File: src/rtl/fetch_stage_ctrl.sv
// fetch_stage_ctrl
//   Instruction-fetch stage controller. Owns the fetch PC, drives a
//   single-outstanding instruction-memory request/response handshake and
//   the IF/ID pipeline register. Follows the hazard unit's write enables
//   and the EX-stage redirect (taken branch / jump).
//
// Ports
//   clk, reset        single clock, synchronous active-high reset
//   pc_write_en       0 = do not issue a new fetch this cycle
//   if_id_write_en    0 = IF/ID holds its contents
//   stall             hazard-unit stall, counted in stall_cycles
//   redirect_valid    squash in-flight work and refetch from redirect_pc
//   redirect_pc       redirect target
//   imem_req/addr     fetch request (accepted when imem_req && imem_ready)
//   imem_ready        memory can accept a request
//   imem_rvalid/rdata fetch response, at least one cycle after acceptance
//   pc                architectural fetch PC
//   if_id_valid/pc/instr  IF/ID pipeline register
//   stall_cycles      saturating count of stall cycles
module fetch_stage_ctrl #(
    parameter int unsigned             PC_WIDTH    = 32,
    parameter int unsigned             INSTR_WIDTH = 32,
    parameter logic [PC_WIDTH-1:0]     RESET_PC    = '0,
    parameter logic [INSTR_WIDTH-1:0]  NOP_INSTR   = '0
) (
    input  logic                   clk,
    input  logic                   reset,
    input  logic                   pc_write_en,
    input  logic                   if_id_write_en,
    input  logic                   stall,
    input  logic                   redirect_valid,
    input  logic [PC_WIDTH-1:0]    redirect_pc,
    output logic                   imem_req,
    output logic [PC_WIDTH-1:0]    imem_addr,
    input  logic                   imem_ready,
    input  logic                   imem_rvalid,
    input  logic [INSTR_WIDTH-1:0] imem_rdata,
    output logic [PC_WIDTH-1:0]    pc,
    output logic                   if_id_valid,
    output logic [PC_WIDTH-1:0]    if_id_pc,
    output logic [INSTR_WIDTH-1:0] if_id_instr,
    output logic [15:0]            stall_cycles
);

    typedef enum logic [1:0] {S_FETCH, S_WAIT, S_BUF} state_t;

    localparam logic [PC_WIDTH-1:0] PC_STEP = PC_WIDTH'(4);

    state_t                 state;
    logic                   kill;        // outstanding response is stale, drop it
    logic [PC_WIDTH-1:0]    req_pc;      // address of the outstanding request
    logic [PC_WIDTH-1:0]    skid_pc;
    logic [INSTR_WIDTH-1:0] skid_instr;

    logic rsp_take;   // live (non-killed) response this cycle
    logic wait_open;  // in WAIT and the response has not come back yet

    assign rsp_take  = (state == S_WAIT) && imem_rvalid && !kill;
    assign wait_open = (state == S_WAIT) && !imem_rvalid;

    assign imem_req  = !reset && (state == S_FETCH) && pc_write_en && !redirect_valid;
    assign imem_addr = pc;

    // Fetch FSM and PC
    always_ff @(posedge clk) begin
        if (reset) begin
            // A request still in flight at reset must not land in IF/ID:
            // park in WAIT with kill set until its response drains.
            state      <= wait_open ? S_WAIT : S_FETCH;
            kill       <= wait_open;
            pc         <= RESET_PC;
            req_pc     <= '0;
            skid_pc    <= '0;
            skid_instr <= NOP_INSTR;
        end else if (redirect_valid) begin
            pc <= redirect_pc;
            // Outstanding request not yet answered: wait for it and drop it.
            // A same-cycle response is simply discarded.
            if (wait_open) begin
                state <= S_WAIT;
                kill  <= 1'b1;
            end else begin
                state <= S_FETCH;
                kill  <= 1'b0;
            end
        end else begin
            case (state)
                S_FETCH: begin
                    if (imem_req && imem_ready) begin
                        req_pc <= pc;
                        state  <= S_WAIT;
                    end
                end
                S_WAIT: begin
                    if (imem_rvalid) begin
                        if (kill) begin
                            kill  <= 1'b0;
                            state <= S_FETCH;
                        end else begin
                            pc <= req_pc + PC_STEP;
                            if (if_id_write_en) begin
                                state <= S_FETCH;
                            end else begin
                                skid_pc    <= req_pc;
                                skid_instr <= imem_rdata;
                                state      <= S_BUF;
                            end
                        end
                    end
                end
                S_BUF: begin
                    if (if_id_write_en) state <= S_FETCH;
                end
                default: state <= S_FETCH;
            endcase
        end
    end

    // IF/ID register
    always_ff @(posedge clk) begin
        if (reset) begin
            if_id_valid <= 1'b0;
            if_id_pc    <= '0;
            if_id_instr <= NOP_INSTR;
        end else if (redirect_valid) begin
            // Flush overrides the hold request.
            if_id_valid <= 1'b0;
            if_id_instr <= NOP_INSTR;
        end else if (if_id_write_en) begin
            if (rsp_take) begin
                if_id_valid <= 1'b1;
                if_id_pc    <= req_pc;
                if_id_instr <= imem_rdata;
            end else if (state == S_BUF) begin
                if_id_valid <= 1'b1;
                if_id_pc    <= skid_pc;
                if_id_instr <= skid_instr;
            end else begin
                if_id_valid <= 1'b0;
                if_id_instr <= NOP_INSTR;
            end
        end
    end

    always_ff @(posedge clk) begin
        if (reset) begin
            stall_cycles <= '0;
        end else if (stall && (stall_cycles != 16'hFFFF)) begin
            stall_cycles <= stall_cycles + 16'd1;
        end
    end

endmodule

File: config.mk
export PLATFORM = sky130hd
export DESIGN_NAME = fetch_stage_ctrl
export DESIGN_NICKNAME = d
export VERILOG_FILES = /design/src/rtl/fetch_stage_ctrl.sv
export SDC_FILE = /design/constraint.sdc
export NUM_CORES = 1
export LEC_CHECK = 0
export CAP_MARGIN = 20
export CORE_MARGIN = 5
export CORE_UTILIZATION = 45
export CTS_BUF_LIST = sky130_fd_sc_hd__clkbuf_8
export DETAILED_ROUTE_END_ITERATION = 10
export PLACE_DENSITY = 0.81
export SYNTH_ARGS = -nofsm -noshare
export SYNTH_HDL_FRONTEND = slang
export SYNTH_SLANG_ARGS = --single-unit
File: constraint.sdc
create_clock -name clk -period 3.4 [get_ports clk]
set_input_delay 0.68 -clock clk [delete_from_list [all_inputs] [get_ports clk]]
set_output_delay 0.68 -clock clk [all_outputs]
set_load 0.02 [all_outputs]
-- Yosys cells after proc, flatten, opt, wreduce, memory -nomap -nowiden
Index checks and enable logic that the tools add are counted.
- register bits: 212
- input bits: 72
- output and inout bits: 146
- logic and storage cells: 71
- add/subtract/negate cells: 2
- equality and inequality tests: 7
- muxes and demuxes: 24
- bitwise logic cells: 3
- reduce and logical (&&, ||, !) cells: 25
- operators by type and width (cell ; count):
    32-bit two-way mux ; 8
    32-bit by 3-bit adder with 32-bit output (second input constant) ; 1
    16-bit by 1-bit adder with 16-bit output (second input constant) ; 1
    16-bit != test (second input constant) ; 1
    2-bit two-way mux ; 7
    3-bit AND reduction ; 4
    1-bit logical AND ; 8
    1-bit two-way mux ; 8
    4-bit != test (second input constant) ; 2
    2-bit case mux with 3 select lines ; 1
    2-bit nonzero test ; 3
    3-bit nonzero test ; 2
    5-bit AND reduction ; 1
    1-bit zero test ; 4
    4-bit by 3-bit != test with 1-bit output (second input constant) ; 1
    1-bit inverter ; 3
    2-bit by 1-bit == test with 1-bit output (second input constant) ; 1
    2-bit == test (second input constant) ; 1
    2-bit zero test ; 1
    2-bit != test (second input constant) ; 1
    2-bit AND reduction ; 1
    2-bit OR reduction ; 1

-- Depth between registers and ports, before layout
Gate-level depths: netlist of run 1.
- depth after elaboration: 9
- depth in mapped cells: 7

-- Least setup slack after synthesis of run 1
Ideal clock, no wire load.
- kind: input to register
- start point: input port redirect_valid
- end point: register state[0], enable pin
- data arrival time: 1820 ps
- data required time: 3073 ps
- path slack: 1253 ps
- cell stages on the path: 6
- path buffers: 2
- path through: clkbuf_1 nor3_1 and4b_1 clkbuf_1 a211oi_1 o21ai_0
- word-level cells in the longest chain between the ends: 5
- elaborated cells on any way between the ends: 7
- RTL lines (element ; RTL line ; source):
    start: declaration ; 31 ; input logic redirect_valid,
    1-bit zero test ; 61 ; assign imem_req = !reset && (state == S_FETCH) && pc_write_en && !redirect_valid;
    1-bit logical AND ; 61 ;
    1-bit logical AND ; 89 ; if (imem_req && imem_ready) begin
    4-bit by 3-bit != test with 1-bit output (no source line) ; -- ;
    3-bit AND reduction (no source line) * ; -- ;
    end signal: assignment ; 69 ; state <= wait_open ? S_WAIT : S_FETCH;
    end: declaration ; 49 ; state_t state;
Every way passes the cells marked *; elsewhere a longest branch is shown, timed or not.
A chain may end at the register's enable or synchronous reset.

-- Worst setup path after layout of run 1
- start point: register state[0]
- end point: output port imem_req
- word-level cells in the longest chain between the ends: 4
- RTL lines (element ; RTL line ; source):
    2-bit zero test ; 61 ;
    1-bit logical AND (3 in a row) ; 61 ;
    end: declaration ; 33 ; output logic imem_req,
No other way between the ends.

==> flow_summary.toml, run 1 <==
[setup_path]
crit_required_ps = 2720
timing.critical_path.from = "state[0]$_DFFE_PP_"
rr_startpoint = "req_pc[2]$_SDFFE_PP0P_"
r2r_cells = 5
start_kind = "flop"
cp.depth = 3
path_class = "flop to primary output"
critical-path-slowest-cell = "clkdlybuf4s50_1"
crit_fanout = 4
cp_slowest_stage_delay_ps = 630
path_buf_inv = 1
crit_chain = "nor3_1 -> and3b_1 -> clkdlybuf4s50_1"
endpoint_kind = "primary output"
cpLargestDelayFamily = "buffers and inverters"
arrival_ps = 2100

[worst_hold_path]
hold_depth = 2
min_path_type = "flop to flop"
min_from = "skid_instr[24]$_SDFFE_PP0P_"

[synth]
synthXorXnorAreaFrac_pct = 0.751
synth-compound-area-share_pct = 17.2
yosys-top-cells-area = "dfxtp_1, nand2_1, a21oi_1, mux2i_1, a311oi_1"
synth_fp_nets = 1241
yosys.area_share.simple_pct = 24.9
synth_top_family_by_area = "simple AND/OR/NAND/NOR gates"
synth_edf_count = 3
async_flop_share_pct = 0
avgSynthCellArea_sq_um = 8.00
synth_area_sq_um = 9340
yosysTopAreaCell = "dfxtp_1"
synthMuxAreaShare_pct = 4.13
ys_types = 61
yosysTopAreaCellShare_pct = 44.8
synthTopCellsByCount = "nand2_1, dfxtp_1, a21oi_1, clkbuf_1"
syn_inst = 1167
synth_flop_cell = "dfxtp_1"
ys_ff_latch = 212
yosys_warnings = 0
yosysMostFrequentCell = "nand2_1"
synthAdderAreaFrac_pct = 0.268
ys_seq_area_share_pct = 45.8

[power_and_ir_drop]
vdd_drop_max_mv = 0.288
p_leak_nw = 3.80
powerDensity_nw_per_um2 = 445

[timing]
max_freq_mhz = 360
worstMarginPinSlew_ps = 800
skew_ps = 21.6
rsz0062_at_grt = "no"
final_max_slew_viol_count = 0
finalHoldViolCount = 0
relSlewSlack_pct = 46.2
post-route-period-util_pct = 81.7
tns_ps = 0
fin_crit_ps = 2780
setup_violations = 0

[floorplan]
initial_core_util_pct = 46.0
core_area_sq_um = 20300
io_pins = 218
fp.dieH_um = 154
rows = 52
die_x_um = 154
die-area_sq_um = 23700

[final_layout]
utilization_pct = 59.4
fin_nets = 1390
drive_gt1_share_pct = 6.52
num_antenna_cells = 0
synthToLayoutAreaGrowth_pct = 29.2

[grt]
grt_pass1_vias = 8447
grt_pass1_wl_um = 43600
track_usage_pct = 21.9
grt_max_degree = 92
antenna_found_initial = 0
gr-total-overflow = 0

[clock_tree]
postCtsHoldBufs = 0
clk_pin_slew_worst_paths_ps = 60
clock-sinks = 212
postCtsSetupBuffers = 0
cts_resized = 0
clkLatencyLatePin_ps = 520
cts_buffers = 36
h-tree-depth = 2
root_buffer = "clkbuf_8"
clock_tree.buffer_depth = 3
tritoncts = "done"

[route]
vias_per_cell = 5.58
first_pass_iters = 5
wl_per_cell_um = 16.9
vias = 8947
routed_wl_um = 27100
ant_nets = 0
post-route-drc-count = 0
drtIter0Drc = 674

[placement]
routabilityCongestion = 0.829
dpl.hpwl_um = 17900
io_buffers = 217

[run_status]
outcome = "finished clean"

[job]
max_cap_viol_count = 0
where the power goes:
group	switching (mW)	total, mW	internal [mW]	leakage [nW]
combinational	0.359	0.656	0.297	1.70
clock	0.971	2.10	1.13	0.378
sequential	0.0582	2.61	2.56	1.73
total	1.39	5.37	3.98	3.80
layer usage:
metal  wire [um]  track usage, %
met3        2730            7.03
met2       12600            35.6
met4         608            7.19
met5           0               0
met1       11100            27.5
worst min-delay path, delay by kind of cell (launching register included):
kind               cells  cell delay [ps]
DFF                    1              300
and+or+nand+nor        1               50
AOI/OAI and AO/OA      1               50
placed cells by master, fill, tap and decap left out, drive strengths merged, types with 3 or more instances in the layout:
cell           count
nand2            316
clkdlybuf4s50    215
dfxtp            209
a21oi            133
nor2              49
o21ai             48
clkbuf            43
mux2i             34
a311oi            33
o211ai            24
buf               23
nor3b             21
nand3             19
inv               19
nor3              17
or4               16
nand4             13
nor4              11
nor2b              8
nand2b             6
and3               6
a21o               5
xnor2              5
or3                5
mux2               4
nand4b             4
a211oi             4
o22ai              4
and4               4
or2                3
xor2               3
o31ai              3
edfxtp             3
cell families (layout without fill, tap and decap cells):
family,after synthesis,after routing
AND/OR/NAND/NOR,506,506
multiplexers,38,38
AO/OA/AOI/OAI,268,268
flip-flops,212,212
adder cells (fa/ha/maj),2,2
XOR/XNOR,8,8
buffers and inverters,133,300
stage by stage:
step | power, mW | setup slack [ps] | std cells | hold slack [ps] | instance area (sq um)
4_1_cts | 5.42 | 590 | 1604 | 454 | 12100
3_3_place_gp | 3.31 | 559 | 1548 | 433 | 11400
5_1_grt | 5.61 | 535 | 1604 | 468 | 12100
2_1_floorplan | 3.02 | 1250 | 1167 | 436 | 9340
6_report | 5.37 | 621 | 1604 | 452 | 12100
3_5_place_dp | 3.33 | 541 | 1548 | 441 | 11400
worst paths after layout:
kind / endpoint / slack, ps
setup / recovery: imem_req / 620
setup reg to reg: imem_addr[18]$_SDFFE_PP0P_ / 1120
hold / removal: skid_instr[24]$_SDFFE_PP0P_ / 450
hold reg to reg: skid_instr[24]$_SDFFE_PP0P_ / 450
area by class of cell:
class                      count  area [sq um]
clock inverter                13          53.8
timing repair buffer         238          2340
tap                          270           338
fill                        1797          8240
multi-input combinational    822          4440
inverter                       6          22.5
clock buffer                  43           592
sequential                   212          4270
sequential cells by signal (all words and copies together) (netlist names), 2 cells and up:
register and flops:
state 2, req_pc 32, stall_cycles 16, if_id_instr 32
imem_addr 32, skid_pc 32, if_id_pc 32, skid_instr 32
Note: power is estimated with default switching activity, not from simulation.
==> inputs of run 2 (changes only) <==
Settings changed: PLACE_DENSITY 0.81 to 0.84.
Clock period 3.4 ns to 2.4 ns, I/O delays scaled along.
==> run 2 against run 1 <==
Net effect:
- flip-flop and latch count is the same
- register-to-register slack lost 840 ps
- critical path type unchanged
- clock power up 46%
- sequential share of layout area is 0.71 points lower
- largest power group unchanged
- via count increased by 0.70%
- first-iteration DRC count decreased by 4.6%
- combinational power grew 46%
- utilization is 1.2 points higher
==> flow_summary.toml, run 2 (synthesis results as in run 1) <==
[floorplan]
io_pins = 218
core_area_sq_um = 20300
die-area_sq_um = 23700
fp.dieH_um = 154
rows = 52
initial_core_util_pct = 46.0
die_x_um = 154

[grt]
track_usage_pct = 22.2
grt_pass1_wl_um = 44500
grt_max_degree = 131
gr-total-overflow = 0
grt_pass1_vias = 8781
antenna_found_initial = 0

[timing]
finalHoldViolCount = 0
post-route-period-util_pct = 91.5
final_max_slew_viol_count = 0
rsz0062_at_grt = "no"
worstMarginPinSlew_ps = 643
max_freq_mhz = 455
skew_ps = 24.7
setup_violations = 0
relSlewSlack_pct = 56.8
fin_crit_ps = 2200
tns_ps = 0

[worst_hold_path]
min_path_type = "input port to flop"
hold_depth = 4

[setup_path]
crit_chain = "nor3_1 -> and3b_1 -> dlygate4sd2_1"
arrival_ps = 1720
path_class = "flop to primary output"
cp.depth = 3
crit_required_ps = 1920
start_kind = "flop"
critical-path-slowest-cell = "edfxtp_1"
r2r_cells = 5
cpLargestDelayFamily = "simple AND/OR/NAND/NOR gates"
path_buf_inv = 1
endpoint_kind = "primary output"
crit_fanout = 2
timing.reg2reg.setup_slack_ps = 280
cp_slowest_stage_delay_ps = 410

[power_and_ir_drop]
p_leak_nw = 3.93
vdd_drop_max_mv = 0.447
powerDensity_nw_per_um2 = 627

[final_layout]
num_antenna_cells = 0
utilization_pct = 60.6
fin_nets = 1405
drive_gt1_share_pct = 8.04
multi_input_area_sq_um = 4440
fillers = 1816
final_common_cell = "nand2_1"
synthToLayoutAreaGrowth_pct = 31.8
seqCellArea_sq_um = 4270
final_cell_mix = "nand2_1, clkdlybuf4s50_1, dfxtp_1"

[job]
max_cap_viol_count = 0

[run_status]
outcome = "finished clean"

[route]
vias = 9010
ant_nets = 0
first_pass_iters = 5
drtIter0Drc = 643
routed_wl_um = 27600
post-route-drc-count = 0
wl_per_cell_um = 17.0
vias_per_cell = 5.54

[clock_tree]
h-tree-depth = 2
clock-sinks = 212
root_buffer = "clkbuf_8"
clock_tree.buffer_depth = 3
clkLatencyLatePin_ps = 520
clk_pin_slew_worst_paths_ps = 60
tritoncts = "done"
cts_buffers = 36

[placement]
routabilityCongestion = 0.807
dpl.hpwl_um = 18200
io_buffers = 217
-- run 2: stage by stage --
stage | worst slack (ps) | hold slack (ps) | std cells | instance area (sq um) | power, mW
finish | 204 | 433 | 1625 | 12300 | 7.72
global route | 110 | 439 | 1625 | 12300 | 8.05
CTS | 174 | 410 | 1625 | 12300 | 7.80
detailed placement | 18.9 | 441 | 1563 | 11600 | 4.74
global placement | 0.000666 | 432 | 1563 | 11600 | 4.72
floorplan | 453 | 436 | 1167 | 9340 | 4.28
-- run 2: worst register-to-register path, delay by kind of cell, from the launching register on --
kind | cells | cell delay (ps)
and+or+nand+nor | 3 | 1210
DFF | 1 | 470
adders and majority gates | 1 | 270
AOI/OAI and AO/OA | 1 | 110
-- run 2: repair_timing --
action / in CTS / in global routing
setup endpoints to repair: 1 / 0
hold buffers: 0 / 0
resized for setup: 1 / 0
buffers inserted: 0 / 0
-- run 2: routing by layer --
metal	global-route usage (%)	vias to the layer above	share of wire, %
met3	6.66	47	10
met1	27.5	4219	40
met2	37.7	378	48
met5	0	-	0
met4	6.06	0	1.7
li1	-	4366	-
-- run 2: final cells by class --
cell class              count  area share (%)
multi-input cells         822            36.1
repair buffers            253            20.7
clock inverters            19           0.712
well taps                 270            2.75
flip-flops and latches    212            34.7
clock buffers              43            4.81
inverters                   6           0.183
-- run 2: power breakdown --
part	switching [mW]	total [mW]	internal [mW]	leakage (nW)
combinational	0.519	0.960	0.441	1.81
sequential	0.0819	3.70	3.62	1.73
clock	1.43	3.06	1.63	0.392
total	2.03	7.72	5.69	3.93
-- run 2: path summary, 6_finish.rpt --
check,from,end
worst min register to register,if_id_valid$_SDFFE_PP0P_,if_id_valid$_SDFFE_PP0P_
worst min-delay path,redirect_valid,imem_addr[0]$_SDFFE_PP0P_
worst max-delay path,state[0]$_DFFE_PP_,imem_req
worst max register to register,req_pc[2]$_SDFFE_PP0P_,imem_addr[18]$_SDFFE_PP0P_
